`src/rtl/pc_fetch_unit.sv`:
```
// Instruction fetch unit: holds the PC, fetches one word per step and issues it to decode.
// Optional retire counter on the RetireCount port when FETCH_PERF_CNT_EN is defined.
//
// state | meaning
// IDLE  | one cycle after reset release
// FETCH | request presented, waiting for memory to accept it
// WAIT  | request accepted, waiting for response (timeout armed)
// ISSUE | instruction valid to decode, waiting for NextPC
// HALT  | misaligned target or timeout; only reset exits
module pc_fetch_unit #(
  parameter logic [63:0] RESET_PC = 64'h0,
  parameter int          TIMEOUT  = 16,
  parameter int          TMR_W    = 8
) (
  input  logic        CLK,
  input  logic        resetl,
  output logic        IMemReqValid,
  input  logic        IMemReqReady,
  output logic [63:0] IMemAddr,
  input  logic        IMemRespValid,
  input  logic [31:0] IMemRespData,
  output logic        InstrValid,
  output logic [31:0] Instruction,
  output logic [63:0] CurrentPC,
  input  logic [63:0] NextPC,
  input  logic        NextPCValid,
  output logic        Fault,
  output logic [1:0]  FaultCause
`ifdef FETCH_PERF_CNT_EN
  ,
  output logic [31:0] RetireCount
`endif
);

  localparam logic [2:0] IDLE  = 3'd0;
  localparam logic [2:0] FETCH = 3'd1;
  localparam logic [2:0] WAIT  = 3'd2;
  localparam logic [2:0] ISSUE = 3'd3;
  localparam logic [2:0] HALT  = 3'd4;

  localparam logic [1:0] CAUSE_MISALIGN = 2'b01;
  localparam logic [1:0] CAUSE_TIMEOUT  = 2'b10;

  // Last WAIT cycle index before a timeout fires; unused when TIMEOUT is 0.
  localparam logic [TMR_W-1:0] TMO_LAST = TMR_W'((TIMEOUT == 0) ? 0 : TIMEOUT - 1);

  logic [2:0]       state;
  logic [63:0]      pc;
  logic [TMR_W-1:0] timer;

  assign IMemAddr = pc;

`ifdef FETCH_PERF_CNT_EN
  always_ff @(posedge CLK or negedge resetl) begin
    if (!resetl) begin
      RetireCount <= 32'd0;
    end else if (state == ISSUE && NextPCValid && NextPC[1:0] == 2'b00) begin
      RetireCount <= RetireCount + 32'd1;
    end
  end
`endif

  always_ff @(posedge CLK or negedge resetl) begin
    if (!resetl) begin
      state        <= IDLE;
      pc           <= RESET_PC;
      CurrentPC    <= RESET_PC;
      IMemReqValid <= 1'b0;
      InstrValid   <= 1'b0;
      Fault        <= 1'b0;
      FaultCause   <= 2'b00;
      Instruction  <= 32'd0;
      timer        <= '0;
    end else begin
      case (state)
        IDLE: begin
          state        <= FETCH;
          IMemReqValid <= 1'b1;
        end
        FETCH: begin
          if (IMemReqReady) begin
            state        <= WAIT;
            IMemReqValid <= 1'b0;
            timer        <= '0;
          end
        end
        WAIT: begin
          timer <= timer + TMR_W'(1);
          // A response arriving on the timeout cycle takes priority.
          if (IMemRespValid) begin
            state       <= ISSUE;
            Instruction <= IMemRespData;
            CurrentPC   <= pc;
            InstrValid  <= 1'b1;
          end else if ((TIMEOUT != 0) && (timer == TMO_LAST)) begin
            state      <= HALT;
            Fault      <= 1'b1;
            FaultCause <= CAUSE_TIMEOUT;
          end
        end
        ISSUE: begin
          if (NextPCValid) begin
            InstrValid <= 1'b0;
            if (NextPC[1:0] == 2'b00) begin
              state        <= FETCH;
              pc           <= NextPC;
              IMemReqValid <= 1'b1;
            end else begin
              state      <= HALT;
              Fault      <= 1'b1;
              FaultCause <= CAUSE_MISALIGN;
            end
          end
        end
        HALT: begin
          IMemReqValid <= 1'b0;
          InstrValid   <= 1'b0;
          Fault        <= 1'b1;
        end
        default: begin
          state        <= HALT;
          IMemReqValid <= 1'b0;
          InstrValid   <= 1'b0;
        end
      endcase
    end
  end

endmodule

```
`config.mk`:
```
export PLATFORM = sky130hd
export DESIGN_NAME = pc_fetch_unit
export DESIGN_NICKNAME = d
export VERILOG_FILES = /design/src/rtl/pc_fetch_unit.sv
export SDC_FILE = /design/constraint.sdc
export NUM_CORES = 1
export LEC_CHECK = 0
export CAP_MARGIN = 15
export CORE_MARGIN = 5
export CORE_UTILIZATION = 47
export CTS_CLUSTER_DIAMETER = 150
export CTS_CLUSTER_SIZE = 10
export DETAILED_ROUTE_END_ITERATION = 6
export GPL_TIMING_DRIVEN = 0
export PLACE_DENSITY = 0.9
export SLEW_MARGIN = 25
export SYNTH_ARGS = -nofsm -noshare
export SYNTH_HDL_FRONTEND = slang
export SYNTH_SLANG_ARGS = --single-unit
```
`constraint.sdc`:
```
create_clock -name CLK -period 2.6 [get_ports CLK]
set_clock_uncertainty 0.05 [all_clocks]
set_input_delay 0.26 -clock CLK [delete_from_list [all_inputs] [get_ports CLK]]
set_output_delay 0.26 -clock CLK [all_outputs]
set_load 0.03 [all_outputs]
```
==> insert_results.sql <==
INSERT INTO impl_metrics (metric_group, metric, value, unit) VALUES
('die', 'die-width', '130', 'µm'),
('synth', 'synthesis.yosys.warnings', '0', ''),
('critical_path', 'worst_setup_path_end_kind', 'register', ''),
('timing', 'max_clock_freq', '0.454', 'GHz'),
('route', 'detailedRoute.firstPassIterationCount', '4', ''),
('timing', 'crit_path_time_final', '2.20', 'ns'),
('timing', 'hold_viol_final', '0', ''),
('synth', 'postSynthCellCount', '428', ''),
('grt', 'grt_first_pass_wirelength', '28.3', 'mm'),
('route', 'post-route-drc-count', '0', ''),
('power_and_ir_drop', 'share_seq_of_total_power', '34.0', '%'),
('place', 'place_worst_setup_slack', '0.00481', 'ns'),
('die', 'fp.coreArea', '14000', 'µm²'),
('cts', 'clock_insertion_delay_worst_skew', '0.41', 'ns'),
('power_and_ir_drop', 'p_leak', '4.67', 'nW'),
('route', 'ant_nets', '0', ''),
('final_layout', 'synthToLayoutAreaGrowth', '52.3', '%'),
('synth', 'synth_area_leader_cell', 'sky130_fd_sc_hd__dfrtp_1', ''),
('power_and_ir_drop', 'combinationalPowerShare', '46.5', '%'),
('power_and_ir_drop', 'internal_power_consumption', '8.47', 'mW'),
('timing', 'worst_pin_slew', '0.657', 'ns'),
('synth', 'synth.yosys.seq_area_share', '65.0', '%'),
('synth', 'post_synth_main_area_contributors', 'sky130_fd_sc_hd__dfrtp_1, sky130_fd_sc_hd__mux2_2, sky130_fd_sc_hd__buf_4', ''),
('die', 'num_io_pins', '266', ''),
('power_and_ir_drop', 'power.density', '1330', 'nW/µm²'),
('synth', 'syn_area_per_cell', '15.8', 'µm²'),
('die', 'total_die_area', '16900', 'µm²'),
('run', 'maxCapViolCount', '0', ''),
('synth', 'postSynthNetCount', '530', ''),
('grt', 'grt_max_degree', '91', ''),
('place', 'port_buffers', '265', ''),
('timing', 'slew_margin_rel', '56.2', '%'),
('power_and_ir_drop', 'clock_power_share', '19.5', '%'),
('outcome', 'outcome', 'finished, final reports clean', ''),
('timing', 'setup-violations-final', '0', ''),
('timing', 'finalMaxSlewViolations', '0', ''),
('cts', 'tritoncts', 'yes', ''),
('cts', 'cts.htree.levels', '4', ''),
('route', 'dr.first_iter.drc_count', '137', ''),
('die', 'initial_utilization', '48.5', '%'),
('grt', 'gr-total-overflow', '0', ''),
('timing', 'fin_crit_sh', '84.7', '%'),
('die', 'floorplan.die.height', '130', 'µm'),
('cts', 'tritoncts_num_sinks', '176', ''),
('critical_path', 'timing.critical_path.fanout_max', '10', ''),
('critical_path', 'critical_path_arrival', '2.45', 'ns'),
('place', 'gp_congestion', '0.825', ''),
('synth', 'postSynthRegisterBits', '176', ''),
('critical_path', 'timing.setup.critical_path_class', 'reg -> reg', ''),
('grt', 'groute.usage.overall', '22.0', '%'),
('hold_path', 'hold_path_class', 'in -> async', ''),
('die', 'std_cell_rows', '43', ''),
('timing', 'grt_setup_unrepaired', 'false', ''),
('synth', 'synth_top_area_share', '65.0', '%'),
('final_layout', 'antenna-diode-count', '0', ''),
('timing', 'final.hold.worst_slack', '0.387', 'ns'),
('cts', 'cts.path.max_buffers', '2', ''),
('place', 'dp.final_hpwl', '14.0', 'mm'),
('critical_path', 'crit_path_start_kind', 'register', ''),
('power_and_ir_drop', 'power.switching_fraction', '38.1', '%'),
('power_and_ir_drop', 'max-vdd-ir-drop', '0.707', 'mV'),
('timing', 'setup_ws', '0.399', 'ns'),
('route', 'vias', '4660', ''),
('synth', 'ys_types', '34', ''),
('grt', 'first_global_vias', '5183', ''),
('route', 'dr_vias_cell', '5.14', ''),
('route', 'routed_wirelength', '18.5', 'mm'),
('cts', 'cts_inserted_buffers', '17', ''),
('grt', 'antenna_found_initial', '0', ''),
('final_layout', 'fillerInstances', '898', ''),
('final_layout', 'layout.nets', '816', ''),
('final_layout', 'layout-drive-gt1-share', '29.3', '%'),
('route', 'routed_wl_per_cell', '20.4', 'µm'),
('critical_path', 'critical_path_required', '2.85', 'ns'),
('power_and_ir_drop', 'switching_power', '5.21', 'mW'),
('cts', 'clk_pin_slew_worst_paths', '0.06', 'ns'),
('synth', 'mappedNetlistArea', '6780', 'µm²'),
('cts', 'cts.root.buffer_cell', 'sky130_fd_sc_hd__clkbuf_16', '');
## worst max-delay path: stages (launching register included)
cell and delay, ns:
sky130_fd_sc_hd__dfrtp_1 0.40, sky130_fd_sc_hd__buf_2 0.19, sky130_fd_sc_hd__nor3_2 0.54, sky130_fd_sc_hd__buf_4 0.31, sky130_fd_sc_hd__buf_4 0.23, sky130_fd_sc_hd__mux2_2 0.37
## cells by family (layout without fill, tap and decap cells)
group	Yosys count	after routing	synth area share, %
fa+ha+maj	1	1	0.185
mux	162	162	26.9
compound gates	27	27	2.64
buf+inv	25	324	2.18
flops	176	176	65.0
simple gates	37	37	3.16
## final timing paths
| kind | end | depth (start not counted) | slack [ns] | startpoint |
|---|---|---|---|---|
| hold / removal | IMemAddr[39]$_DFFE_PN0P_ | 2 | 0.39 | resetl |
| max in group asynchronous | IMemAddr[17]$_DFFE_PN0P_ | 3 | 1.28 | resetl |
| hold reg to reg | FaultCause[0]$_DFFE_PN0P_ | 1 | 0.44 | FaultCause[0]$_DFFE_PN0P_ |
| min in group CLK | IMemAddr[48]$_DFFE_PN0P_ | 2 | 0.41 | NextPC[48] |
| setup / recovery | Instruction[28]$_DFFE_PN0P_ | 5 | 0.40 | state[2]$_DFFE_PN0P_ |
| setup reg to reg | Instruction[28]$_DFFE_PN0P_ | 5 | 0.40 | state[2]$_DFFE_PN0P_ |
## Yosys cell counts
cell / count
sky130_fd_sc_hd__o2111ai_1: 1
sky130_fd_sc_hd__dfrtp_1: 176
sky130_fd_sc_hd__a31o_2: 1
sky130_fd_sc_hd__o41ai_1: 1
sky130_fd_sc_hd__buf_2: 10
sky130_fd_sc_hd__nor3_2: 1
sky130_fd_sc_hd__nand2b_1: 3
sky130_fd_sc_hd__nand2_1: 9
sky130_fd_sc_hd__nor3_1: 2
sky130_fd_sc_hd__clkbuf_1: 1
sky130_fd_sc_hd__o211ai_1: 2
sky130_fd_sc_hd__nor2_1: 3
sky130_fd_sc_hd__and4b_1: 1
sky130_fd_sc_hd__nor3b_1: 2
sky130_fd_sc_hd__mux2i_1: 3
sky130_fd_sc_hd__o21a_1: 1
sky130_fd_sc_hd__a21o_1: 2
sky130_fd_sc_hd__o21ai_0: 4
sky130_fd_sc_hd__a211oi_1: 2
sky130_fd_sc_hd__o31ai_1: 1
sky130_fd_sc_hd__o311ai_0: 1
sky130_fd_sc_hd__o21bai_1: 2
sky130_fd_sc_hd__mux2_2: 159
sky130_fd_sc_hd__or4_1: 2
sky130_fd_sc_hd__a2bb2oi_1: 1
sky130_fd_sc_hd__nor4_1: 3
sky130_fd_sc_hd__nand3_1: 6
sky130_fd_sc_hd__buf_4: 11
sky130_fd_sc_hd__ha_1: 1
sky130_fd_sc_hd__nand4bb_1: 1
sky130_fd_sc_hd__or3b_4: 1
sky130_fd_sc_hd__a21oi_1: 8
sky130_fd_sc_hd__nor2b_1: 3
sky130_fd_sc_hd__inv_1: 3
## metal layers
metal / track usage [%] / vias to the layer above / routed length [µm]
met4: 7.76 / 0 / 395
met1: 24.2 / 2332 / 6480
met3: 6.96 / 28 / 1710
met2: 39.9 / 195 / 9880
met5: 0 / - / 0
li1: - / 2105 / -
## power by group through the flow
stage                     clock network [mW]  logic, mW  registers [mW]
after floorplan                            0       1.31            6.75
after CTS                               2.71       6.44            4.66
after global routing                    2.82       6.67            4.81
after detailed placement                   0       6.40            4.69
final                                   2.67       6.36            4.65
after global placement                     0       6.26            4.57
## sequential cells by signal, indices dropped and copies added (netlist names), 2 cells and up
| register | cells |
|---|---|
| Instruction | 32 |
| FaultCause | 2 |
| state | 3 |
| CurrentPC | 64 |
| timer | 8 |
| IMemAddr | 64 |
## stage by stage
stage                     area, µm²  total power [mW]  setup TNS (ns)  std cells  util, %
after floorplan                6780              8.06               0        428        -
after global placement         9660              10.8         -957.01        873     69.0
after detailed placement       9690              11.1               0        874     69.3
after CTS                     10300              13.8               0        907     73.8
after global routing          10300              14.3               0        907     73.8
final                         10300              13.7               0        907     73.8
## cell type report
class | instances | area (µm²) | share of cell area [%]
flip-flops and latches | 176 | 4400 | 42.7
repair buffers | 267 | 2700 | 26.1
multi-input cells | 227 | 2230 | 21.6
clock buffers | 23 | 468 | 4.53
well taps | 180 | 225 | 2.18
clock inverters | 9 | 156 | 1.52
plain buffers | 22 | 136 | 1.32
inverters | 3 | 11.3 | 0.109
## cells in the final DEF (no fill, tap or decap), types with 3 or more instances in the layout
cell type,n
sky130_fd_sc_hd__clkdlybuf4s50_1,264
sky130_fd_sc_hd__dfrtp_1,176
sky130_fd_sc_hd__mux2_2,159
sky130_fd_sc_hd__clkbuf_16,17
sky130_fd_sc_hd__buf_4,11
sky130_fd_sc_hd__buf_2,10
sky130_fd_sc_hd__nand2_1,9
sky130_fd_sc_hd__a21oi_1,8
sky130_fd_sc_hd__nand3_1,6
sky130_fd_sc_hd__clkbuf_1,5
sky130_fd_sc_hd__o21ai_0,4
sky130_fd_sc_hd__bufinv_16,4
sky130_fd_sc_hd__inv_1,3
sky130_fd_sc_hd__nor4_1,3
sky130_fd_sc_hd__nor2b_1,3
sky130_fd_sc_hd__nand2b_1,3
sky130_fd_sc_hd__nor2_1,3
sky130_fd_sc_hd__mux2i_1,3
sky130_fd_sc_hd__clkinvlp_4,3
## timing repair
| action | CTS | global route |
|---|---|---|
| hold buffers | 1 | 0 |
| endpoints found under the setup margin | 0 | 0 |
| buffers inserted | 0 | 0 |
| resized for setup | 0 | 0 |
| hold endpoints to repair | 86 | 0 |
Power figures use the tool's default switching activity.
